$ cat config.mk
export PLATFORM = sky130hd
export DESIGN_NAME = pos_seq_ctrl
export DESIGN_NICKNAME = d
export VERILOG_FILES = /design/src/rtl/pos_seq_ctrl.sv
export SDC_FILE = /design/constraint.sdc
export NUM_CORES = 1
export LEC_CHECK = 0
export BUFFER_PORTS_ARGS = -buffer_cell sky130_fd_sc_hd__clkbuf_2
export CAP_MARGIN = 0
export CORE_MARGIN = 2
export CORE_UTILIZATION = 40
export DETAILED_ROUTE_END_ITERATION = 6
export HOLD_SLACK_MARGIN = 0.08
export PLACE_DENSITY = 0.69
export SYNTH_ARGS = -nofsm -noshare
export SYNTH_HDL_FRONTEND = slang
export SYNTH_SLANG_ARGS = --single-unit
$ cat constraint.sdc
create_clock -name iclk -period 3.5 [get_ports iclk]
set_clock_uncertainty 0.2 [all_clocks]
set_input_delay 0.525 -clock iclk [delete_from_list [all_inputs] [get_ports iclk]]
set_output_delay 0.525 -clock iclk [all_outputs]
set_load 0.01 [all_outputs]
$ cat src/rtl/pos_seq_ctrl.sv
// pos_seq_ctrl: steps the LUT slot select through [first_slt..last_slt] (modulo wrap),
// holding each slot for max(dwell,1) cycles, single-pass or looping, with abort.
// Optional feature macro: POS_SEQ_HOLD_EN (adds input hold that freezes the sequence in RUN).
// Ports:
//   iclk, irst             clock, synchronous active-high reset
//   start, stop            begin request (IDLE only) / abort (any state, wins over start and hold)
//   loop_en, dwell,
//   first_slt, last_slt    sequence config, captured on an accepted start
//   hold                   (POS_SEQ_HOLD_EN only) freeze counter and slot while in RUN
//   slt, slt_vld           registered slot select and its valid flag
//   step                   one-cycle pulse on every slot load/change
//   busy, done             high in RUN / one-cycle pulse when a single pass completes
module pos_seq_ctrl #(
    parameter int DWELL_W = 16,
    parameter int SLT_W   = 2
) (
    input  logic               iclk,
    input  logic               irst,
    input  logic               start,
    input  logic               stop,
`ifdef POS_SEQ_HOLD_EN
    input  logic               hold,
`endif
    input  logic               loop_en,
    input  logic [DWELL_W-1:0] dwell,
    input  logic [SLT_W-1:0]   first_slt,
    input  logic [SLT_W-1:0]   last_slt,
    output logic [SLT_W-1:0]   slt,
    output logic               slt_vld,
    output logic               step,
    output logic               busy,
    output logic               done
);
    typedef enum logic [1:0] {IDLE, RUN, FIN} state_t;
    state_t             state_q;
    logic [DWELL_W-1:0] cnt_q, dwell_q, reload_d, start_cnt_d;
    logic [SLT_W-1:0]   slt_q, first_q, last_q;
    logic               loop_q, vld_q, step_q, busy_q, done_q, hold_w;
`ifdef POS_SEQ_HOLD_EN
    assign hold_w = hold;
`else
    assign hold_w = 1'b0;
`endif
    // counter holds (cycles per slot - 1); dwell of 0 behaves like 1
    assign reload_d    = (dwell_q == '0) ? '0 : dwell_q - DWELL_W'(1);
    assign start_cnt_d = (dwell == '0) ? '0 : dwell - DWELL_W'(1);
    always_ff @(posedge iclk) begin
        if (irst) begin
            state_q <= IDLE;
            cnt_q   <= '0;
            dwell_q <= '0;
            slt_q   <= '0;
            first_q <= '0;
            last_q  <= '0;
            loop_q  <= 1'b0;
            vld_q   <= 1'b0;
            step_q  <= 1'b0;
            busy_q  <= 1'b0;
            done_q  <= 1'b0;
        end else begin
            step_q <= 1'b0;
            done_q <= 1'b0;
            case (state_q)
                IDLE: if (start && !stop) begin
                    loop_q  <= loop_en;
                    dwell_q <= dwell;
                    first_q <= first_slt;
                    last_q  <= last_slt;
                    slt_q   <= first_slt;
                    cnt_q   <= start_cnt_d;
                    vld_q   <= 1'b1;
                    busy_q  <= 1'b1;
                    step_q  <= 1'b1;
                    state_q <= RUN;
                end
                RUN: begin
                    if (stop) begin
                        vld_q   <= 1'b0;
                        busy_q  <= 1'b0;
                        state_q <= IDLE;
                    end else if (!hold_w) begin
                        if (cnt_q != '0) begin
                            cnt_q <= cnt_q - DWELL_W'(1);
                        end else if (slt_q != last_q || loop_q) begin
                            // at the end of the range only a looping run gets here: restart at first
                            slt_q  <= (slt_q == last_q) ? first_q : slt_q + SLT_W'(1);
                            cnt_q  <= reload_d;
                            step_q <= 1'b1;
                        end else begin
                            vld_q   <= 1'b0;
                            busy_q  <= 1'b0;
                            done_q  <= 1'b1;
                            state_q <= FIN;
                        end
                    end
                end
                default: state_q <= IDLE;
            endcase
        end
    end
    assign slt     = slt_q;
    assign slt_vld = vld_q;
    assign step    = step_q;
    assign busy    = busy_q;
    assign done    = done_q;
endmodule

== Yosys cells after proc, flatten, opt, wreduce, memory -nomap -nowiden ==
Cells that the tools add are included.
Word-level totals
  bits in latches: 0
  bits in writable memories: 0
  memories kept: 0
  logic and storage cells: 68
  output and inout port bits: 6
  input bits: 25
  memory bits (read-only): 0
  register bits: 44
Operators by class
  reductions and logical operators: 14
  bitwise operators: 1
  divide/modulo/power cells: 0
  $lt $le $gt $ge: 0
  add/subtract/negate cells: 4
  muxes and demuxes: 29
  shifts and indexed selects: 0
  equality and inequality tests: 10
  multiply operators: 0
Operator list (number)
  2-to-1 mux 16 bit: 6
  subtractor 16 x 1 -> 16 bit, second input constant: 3
  logical NOT 16 bit: 2
  case mux 16 bit (2 select lines): 1
  2-to-1 mux 2 bit: 9
  nonzero test 16 bit: 1
  2-to-1 mux 1 bit: 9
  != test 3 bit, second input constant: 3
  != test 2 bit, second input constant: 4
  case mux 2 bit (2 select lines): 2
  AND reduction 4 bit: 2
  AND reduction 5 bit: 1
  case mux 1 bit (2 select lines): 2
  OR reduction 4 bit: 1
  AND reduction 3 bit: 1
  adder 2 x 1 -> 2 bit, second input constant: 1
  == test 2 x 1 -> 1 bit, second input constant: 1
  == test 2 bit: 1
  logical NOT 2 bit: 1
  != test 2 bit: 1
  AND reduction 2 bit: 1
  nonzero test 2 bit: 1
  logical AND 1 bit: 1
  logical NOT 1 bit: 1
  2 further kinds: 2

== Longest topological paths before layout ==
Gate-level depths: netlist of the first run.
  depth after elaboration: 6
  gate-level depth with buffers: 10
  gate-level depth less buffers: 8

== Least setup slack after synthesis of the first run ==
Ideal clock, no wire load.
  kind: input-to-reg
  start point: in dwell[0]
  end point: reg cnt_q[14]
  data required time: 3.214 ns
  arrival time: 2.117 ns
  library setup time: 0.086 ns
  buffers on the path: 0
  stages: 8
  path slack: 1.097 ns
  cells stage by stage: inv_1 -> ha_1 -> nor3b_1 -> nand4_1 -> or3b_1 -> a21oi_1 -> a21oi_1 -> a211oi_1
Between the ends
  longest elaborated chain between the ends: 4
  elaborated cells on any way between the ends: 5
  classes of those cells: add/sub (1); mux (3); reduce/logical (1)
Ends and longest elaborated chain
  start: declaration: RTL line 25  | input logic [DWELL_W-1:0] dwell,
  subtractor 16 x 1 -> 16 bit / logical NOT 16 bit (equally long branches): RTL line 46  | assign start_cnt_d = (dwell == '0) ? '0 : dwell - DWELL_W'(1);
  2-to-1 mux 16 bit *: RTL line 46
  2-to-1 mux 16 bit *: RTL line 64  | IDLE: if (start && !stop) begin
  case mux 16 bit (2 select lines) *: RTL line 63  | case (state_q)
  end signal: assignment: RTL line 70  | cnt_q <= start_cnt_d;
  end signal: assignment: RTL line 83  | cnt_q <= cnt_q - DWELL_W'(1);
  end signal: assignment: RTL line 87  | cnt_q <= reload_d;
  end: declaration: RTL line 36  | logic [DWELL_W-1:0] cnt_q, dwell_q, reload_d, start_cnt_d;
Mark *: on every way between the ends. The rest lies on a longest branch, timed or not. The select of a mux whose other input is x is not followed.
A chain may end at the register's enable or synchronous reset.

== Worst setup path in the final report of the first run ==
  start point: reg cnt_q[7]
  end point: reg cnt_q[13]
Between the ends
  longest elaborated chain between the ends: 4
  elaborated cells on any way between the ends: 7
  classes of those cells: add/sub (1); eq/ne (1); mux (3); reduce/logical (2)
Ends and longest elaborated chain
  subtractor 16 x 1 -> 16 bit / nonzero test 16 bit (equally long branches): RTL line 83, 82
  2-to-1 mux 16 bit: RTL line 82  | if (cnt_q != '0) begin
  2-to-1 mux 16 bit: RTL line 77  | if (stop) begin
  case mux 16 bit (2 select lines): RTL line 63
Parallel ways exist; a longest one is shown, timed or not. The select of a mux whose other input is x is not followed.

==> results of run 1 <==
-- layout make-up --
type,count,share of cell area
clock buffers,5,0.02085
flip-flops and latches,44,0.2669
multi-input cells,312,0.6020
repair buffers,35,0.05686
well taps,99,0.03753
clock inverters,3,0.005686
inverters,9,0.01024
-- routing by layer --
metal,part of all wire,track usage,up-vias
li1,-,-,1440
met1,0.48,0.2876,1311
met2,0.45,0.3080,74
met3,0.056,0.03402,8
met4,0.016,0.06313,0
met5,0,0,-
-- stage by stage --
step | hold slack, ps | worst slack [ps] | cells | power [mW]
final | 232.1 | 898.4 | 507 | 1.263
after global routing | 226.8 | 700.1 | 507 | 1.347
after floorplan | 232.9 | 1097 | 388 | 0.8543
after CTS | 222.6 | 894.1 | 507 | 1.270
after global placement | 243.4 | 926.0 | 499 | 0.9424
after detailed placement | 266.5 | 902.9 | 499 | 0.9470
-- flip-flops by register name (all words and copies together) (netlist names) --
name	count
cnt_q	16
busy	1
step	1
state_q	2
dwell_q	16
first_q	2
slt	2
done	1
loop_q	1
last_q	2
-- cells in the mapped netlist, drive strengths merged (2+ instances only) --
cell type  instances
a311oi             2
o211ai             2
o32a               2
or4                6
nand3              3
nand4              4
a31oi              4
o41ai              3
a221oi             2
mux2               3
inv                9
nand2             59
clkbuf            12
a211o              2
nand3b             2
nor4b              4
nor4bb             2
nor3b              3
nor3              23
o22ai              6
nor2              48
or3                3
dfxtp             44
and2               2
nand2b             2
buf               10
xor2              15
nor4              14
ha                 4
nand4b             2
o21ai              7
nor2b              6
xnor2             17
a211oi            16
a21oi             29
o31ai              2
-- placed cells by master, fill, tap and decap left out, types with 4 or more instances in the layout --
cell / synthesis / final
a21oi_1: 29 / 29
o21ai_0: 6 / 6
dfxtp_1: 44 / 44
nand2_1: 59 / 59
buf_4: 3 / 5
clkbuf_2: 1 / 30
a211oi_1: 16 / 16
xnor2_1: 17 / 17
clkbuf_8: 0 / 5
nand4_1: 4 / 4
inv_1: 9 / 9
nor3_1: 21 / 21
nor4_1: 9 / 9
ha_1: 4 / 4
or4_1: 4 / 4
xor2_1: 15 / 15
nor2b_1: 6 / 6
o22ai_1: 6 / 6
nor2_1: 47 / 47
-- critical path: cells and delay by family, from the launching register on --
kind | cells | cell delay (ps)
AND/OR/NAND/NOR | 3 | 1230
AO/OA/AOI/OAI | 3 | 700
flip-flops | 1 | 380
-- path summary, 6_finish.rpt --
path                                               from                      end  depth (start not counted)
worst max-delay path              cnt_q[7]$_SDFFE_PP0P_   cnt_q[13]$_SDFFE_PP0P_                          6
worst min-delay path                            loop_en      loop_q$_SDFFE_PP0P_                          3
worst max register to register    cnt_q[7]$_SDFFE_PP0P_   cnt_q[13]$_SDFFE_PP0P_                          6
worst min register to register  first_q[0]$_SDFFE_PP0P_  first_q[0]$_SDFFE_PP0P_                          2
-- kinds of logic (layout without fill, tap and decap cells) --
family,after synthesis,count (layout),share of synthesized area
compound gates,85,85,0.2017
xor+xnor,32,32,0.09218
fa+ha+maj,4,4,0.01646
buf+inv,32,52,0.05884
flops,44,44,0.2897
mux,3,3,0.01111
simple gates,188,188,0.3300
-- power by group through the flow --
stage               Combinational (mW)  Clock, mW  Sequential [mW]
global route                     0.405      0.360            0.582
detailed placement               0.361          0            0.586
CTS                              0.363      0.333            0.574
floorplan                        0.284          0            0.570
global placement                 0.358          0            0.585
finish                           0.366      0.322            0.575
==> run summary, run 1 <==
Synth top area share -> 0.2897
Buffers on Ports -> 30
Initial DRC Count -> 238
FFs w/ async S/R, synth -> 0
Synth Flop Type -> dfxtp_1
slowest cell delay on critical path -> 440 ps
total I/O pin count -> 31
die width -> 91.19 um
first-pass GRT wire length -> 13.37 mm
initial core utilization -> 0.4170
Hold Buf Count CTS -> 0
TNS Setup -> 0 ps
Net Sw Frac -> 0.3504
Core Area -> 0.007292 sq mm
DR vias/cell -> 5.588
Die Area -> 0.008315 sq mm
Finished Cell Area -> 0.003301 sq mm
Synthesis Warnings -> 0
Yosys cell types -> 64
GPL Wtd Cong -> 0.9148
# fillers -> 778
fin crit share -> 0.7433
H-tree depth -> 2
Post-CTS Setup Bufs -> 0
initial antenna violation count -> 0
number of flops mapped to enable cells by yosys -> 0
storage element area -> 880.8 sq um
Tot GR Track Use -> 0.2012
Seq/Total Area, Yosys -> 0.2897
routed wire length -> 7.962 mm
Leak -> 1.188 nW
Comb power frac -> 0.290
post-synthesis instance total -> 388
multi-input logic area -> 0.001987 sq mm
CTS clk-pin slew, worst paths -> 90 ps
CTS tree -> done
CTS Buf Count -> 5
Max-Cap Viols -> 0
status -> finished clean
crit-path cells -> nor4_2, and4_1, and2_1, a31oi_4, a211o_1, o31ai_1
post_cts resized -> 0
Critical-path top delay cell -> nor4_2
# diodes -> 0
Critical Path Start Type -> flip-flop
Final HPWL DP -> 6.050 mm
syn_area_per_cell -> 7.836 sq um
Std-Cell Rows -> 31
Yosys top cell by area -> dfxtp_1
sequential share of power -> 0.455
r2r setup slk -> 900 ps
NetSw -> 442.5 uW
WL/cell -> 15.70 um
arrival time worst endpoint -> 2620 ps
CTS root buf -> clkbuf_8
DRC viols -> 0
Hold WC Path Type -> input pin to flip-flop
Crit. End Element -> flip-flop
synth top area cells -> dfxtp_1 29%, nand2_1 7.3%, nor2_1 5.8%
P&R area growth vs syn -> 8.560%
vias in the first global route -> 2588
Fin. Hold Viols -> 0
mapped cell area -> 0.003040 sq mm
RSZ-0062 raised after global routing -> no
CTS Buffer Depth -> 2
CTS Sinks -> 44
Worst-Margin Slew -> 993.3 ps
Max FO, Critical Path -> 19
Req. time, crit path -> 3520 ps
max-slew violations -> 0
Die Height -> 91.19 um
Placed Area -> 0.003213 sq mm
worst skew pair latency -> 300 ps
FMAX -> 384.4 MHz
Synth Net Count -> 417
final net count -> 436
layout cells sized above 1 -> 0.1618
final core occ -> 0.4526
Clk network pwr share -> 0.255
total congestion overflow -> 0
P_int -> 820.3 uW
DRT Pass-1 Iters -> 4
via count -> 2833
maximum vdd drop -> 0.2044 mV
final setup violation count -> 0
Crit Path Category -> flip-flop to flip-flop
min Tclk post-route -> 2602 ps
largest net degree at the start of global routing -> 46
Rel. slew slack -> 0.3378
total power per unit cell area -> 382.6 mW/mm^2
Routed Antenna Nets -> 0
FF+latch count, synth -> 44
Note: power is estimated with default switching activity, not from simulation.
==> run 2, diff against run 1 <==
PLACE_DENSITY = 0.71   (was 0.69)
clock period = 2.3 ns   (was 3.5 ns; I/O delays follow)
==> run summary, run 2 (synthesized netlist as in run 1, its figures left out) <==
status -> complete, but fails checks
failing checks -> negative setup slack
Max-Cap Viols -> 0 (unchanged)
Hold WC Path Type -> input pin to flip-flop
Net Sw Frac -> 0.3336 (-0.01682)
CTS clk-pin slew, worst paths -> 100 ps (about the same)
# diodes -> 0 (unchanged)
NetSw -> 756.2 uW (+71%)
final setup violation count -> 1 (+1)
Req. time, crit path -> 2310 ps (-1210 ps)
H-tree depth -> 2 (unchanged)
P_int -> 1.511 mW (+84%)
FMAX -> 432.5 MHz (+13%)
Finished Cell Area -> 0.003925 sq mm (+19%)
Max FO, Critical Path -> 7 (-12)
Final HPWL DP -> 6.616 mm (+9.4%)
Crit. End Element -> flip-flop
R2R depth -> 6 (unchanged)
Leak -> 1.536 nW (+29%)
DR vias/cell -> 5.496 (-1.6%)
Rel. slew slack -> 0.6675 (+0.3297)
DRC viols -> 0 (unchanged)
CTS Sinks -> 44 (unchanged)
Fin. Hold Viols -> 0 (unchanged)
via count -> 3116 (+10%)
WL/cell -> 15.22 um (-3.1%)
Buffers on Ports -> 30 (unchanged)
vias in the first global route -> 2902 (+12%)
min Tclk post-route -> 2312 ps (-289.4 ps)
Hold EP -> first_q[0]$_SDFFE_PP0P_
Critical Path Start Type -> flip-flop
die width -> 91.19 um (unchanged)
r2r startpoint -> dwell_q[10]$_SDFFE_PP0P_
most frequent cells in the layout -> 59 x nand2_1, 59 x buf_4, 46 x nor2_1, 43 x dfxtp_1, 30 x clkbuf_2
first-pass GRT wire length -> 14.49 mm (+8.4%)
Comb power frac -> 0.324 (+0.034)
CTS Buffer Depth -> 2 (unchanged)
total congestion overflow -> 0 (unchanged)
Min-Delay Startpoint -> first_slt[0]
Clk network pwr share -> 0.294 (+0.039)
Critical R2R Capture -> cnt_q[9]$_SDFFE_PP0P_
RSZ-0062 raised after global routing -> yes
initial core utilization -> 0.4170 (unchanged)
sequential share of power -> 0.382 (-0.073)
P&R area growth vs syn -> 29.09%
routed wire length -> 8.630 mm (+8.4%)
maximum vdd drop -> 0.2556 mV (+25%)
total power per unit cell area -> 577.6 mW/mm^2 (+51%)
GPL Wtd Cong -> 0.9974 (+9.0%)
initial antenna violation count -> 0 (unchanged)
DRT Pass-1 Iters -> 4 (unchanged)
r2r setup slk -> -10 ps (-910 ps)
hold path depth -> 3 (unchanged)
Crit Path Category -> flip-flop to flip-flop
final net count -> 496 (+14%)
CTS tree -> done
Die Height -> 91.19 um (unchanged)
# fillers -> 693 (-11%)
CTS root buf -> clkbuf_8
layout cells sized above 1 -> 0.3013 (+0.1395)
worst skew pair latency -> 320 ps (+20 ps)
Die Area -> 0.008315 sq mm (unchanged)
CTS Buf Count -> 5 (unchanged)
largest net degree at the start of global routing -> 23 (-50%)
arrival time worst endpoint -> 2320 ps (-300 ps)
Std-Cell Rows -> 31 (unchanged)
Tot GR Track Use -> 0.2150 (+0.01381)
total I/O pin count -> 31 (unchanged)
setup ws final -> -12.20 ps (-910.6 ps)
fin crit share -> 1.005 (+0.2620)
Worst-Margin Slew -> 493.5 ps (-499.8 ps)
Placed Area -> 0.003633 sq mm (+13%)
Top Registers -> cnt_q (16), dwell_q (16)
Routed Antenna Nets -> 0 (unchanged)
Initial DRC Count -> 222 (-6.7%)
Post-Place Setup Slack -> -65.61 ps (-968.5 ps)
Core Area -> 0.007292 sq mm (unchanged)
max-slew violations -> 0 (unchanged)
## run 2: cell count changes in the layout (fill, tap and decap cells not counted), moves of 2 or more
cell           change
a211oi_1           -5
a211oi_2           +5
buf_4             +54
buf_6              +2
clkinv_2           -2
dlygate4sd3_1      +4
nor2b_1            -2
nor2b_2            +2
nor4b_1            -2
## run 2: cell type report
type                       instances  area, sq um  area share
multi-input combinational        312         2108      0.5371
clock inverter                     2        38.79    0.009882
inverter                           9        33.78    0.008607
timing repair buffer              95        655.6      0.1670
clock buffer                       6        82.58     0.02104
sequential                        44        882.1      0.2247
tap                               99        123.9     0.03156
## run 2: repair_timing
action / in CTS / in global routing
endpoints found under the hold margin: 4 / 0
buffers inserted: 1 / 0
pin swaps: 3 / 1
hold buffers: 4 / 0
gates resized for setup: 2 / 24
endpoints found under the setup margin: 8 / 18
## run 2: critical path, stage by stage (launching register included)
cell and delay (ps):
dfxtp_2 340, or3_4 380, or4_4 480, o211ai_4 300, nor2_2 100, a211oi_1 320
nor3_1 90
## run 2: metrics by stage
stage          power, mW  hold WS (ps)  utilization  cells  setup TNS, ps
2_1_floorplan      1.300         232.9            -    388              0
3_3_place_gp       1.543         241.1       0.4983    555         -107.5
3_5_place_dp       1.551         264.3       0.4983    555         -195.6
4_1_cts            2.211         84.39       0.5223    568              0
5_1_grt            2.374         98.17       0.5383    567         -434.6
6_report           2.267         81.39       0.5383    567         -12.20
## run 2: metal layers
| metal | GRT usage | up-vias | part of all wire |
|---|---|---|---|
| met5 | 0 | - | 0 |
| met4 | 0.06439 | 0 | 0.016 |
| met3 | 0.02988 | 10 | 0.049 |
| met2 | 0.3377 | 88 | 0.46 |
| met1 | 0.3058 | 1463 | 0.48 |
| li1 | - | 1555 | - |
## run 2: power by group through the flow
stage / registers (mW) / logic (mW) / clock network, mW
after global placement: 0.874 / 0.669 / 0
final: 0.865 / 0.735 / 0.667
after CTS: 0.858 / 0.689 / 0.664
after floorplan: 0.867 / 0.433 / 0
after global routing: 0.873 / 0.801 / 0.700
after detailed placement: 0.876 / 0.675 / 0
## run 2: worst max path at each step
| stage | start | cells past startpoint | end | slack (ps) |
|---|---|---|---|---|
| 3_3_place_gp | dwell_q[10]$_SDFFE_PP0P_ | 6 | cnt_q[5]$_SDFFE_PP0P_ | -50 |
| 2_1_floorplan | cnt_q[0]$_SDFFE_PP0P_ | 10 | cnt_q[4]$_SDFFE_PP0P_ | 70 |
| 3_5_place_dp | dwell[0] | 7 | cnt_q[13]$_SDFFE_PP0P_ | -70 |
| 4_1_cts | dwell_q[10]$_SDFFE_PP0P_ | 6 | cnt_q[9]$_SDFFE_PP0P_ | 10 |
| 5_1_grt | dwell_q[10]$_SDFFE_PP0P_ | 6 | cnt_q[12]$_SDFFE_PP0P_ | -80 |
| 6_report | dwell_q[10]$_SDFFE_PP0P_ | 6 | cnt_q[9]$_SDFFE_PP0P_ | -10 |
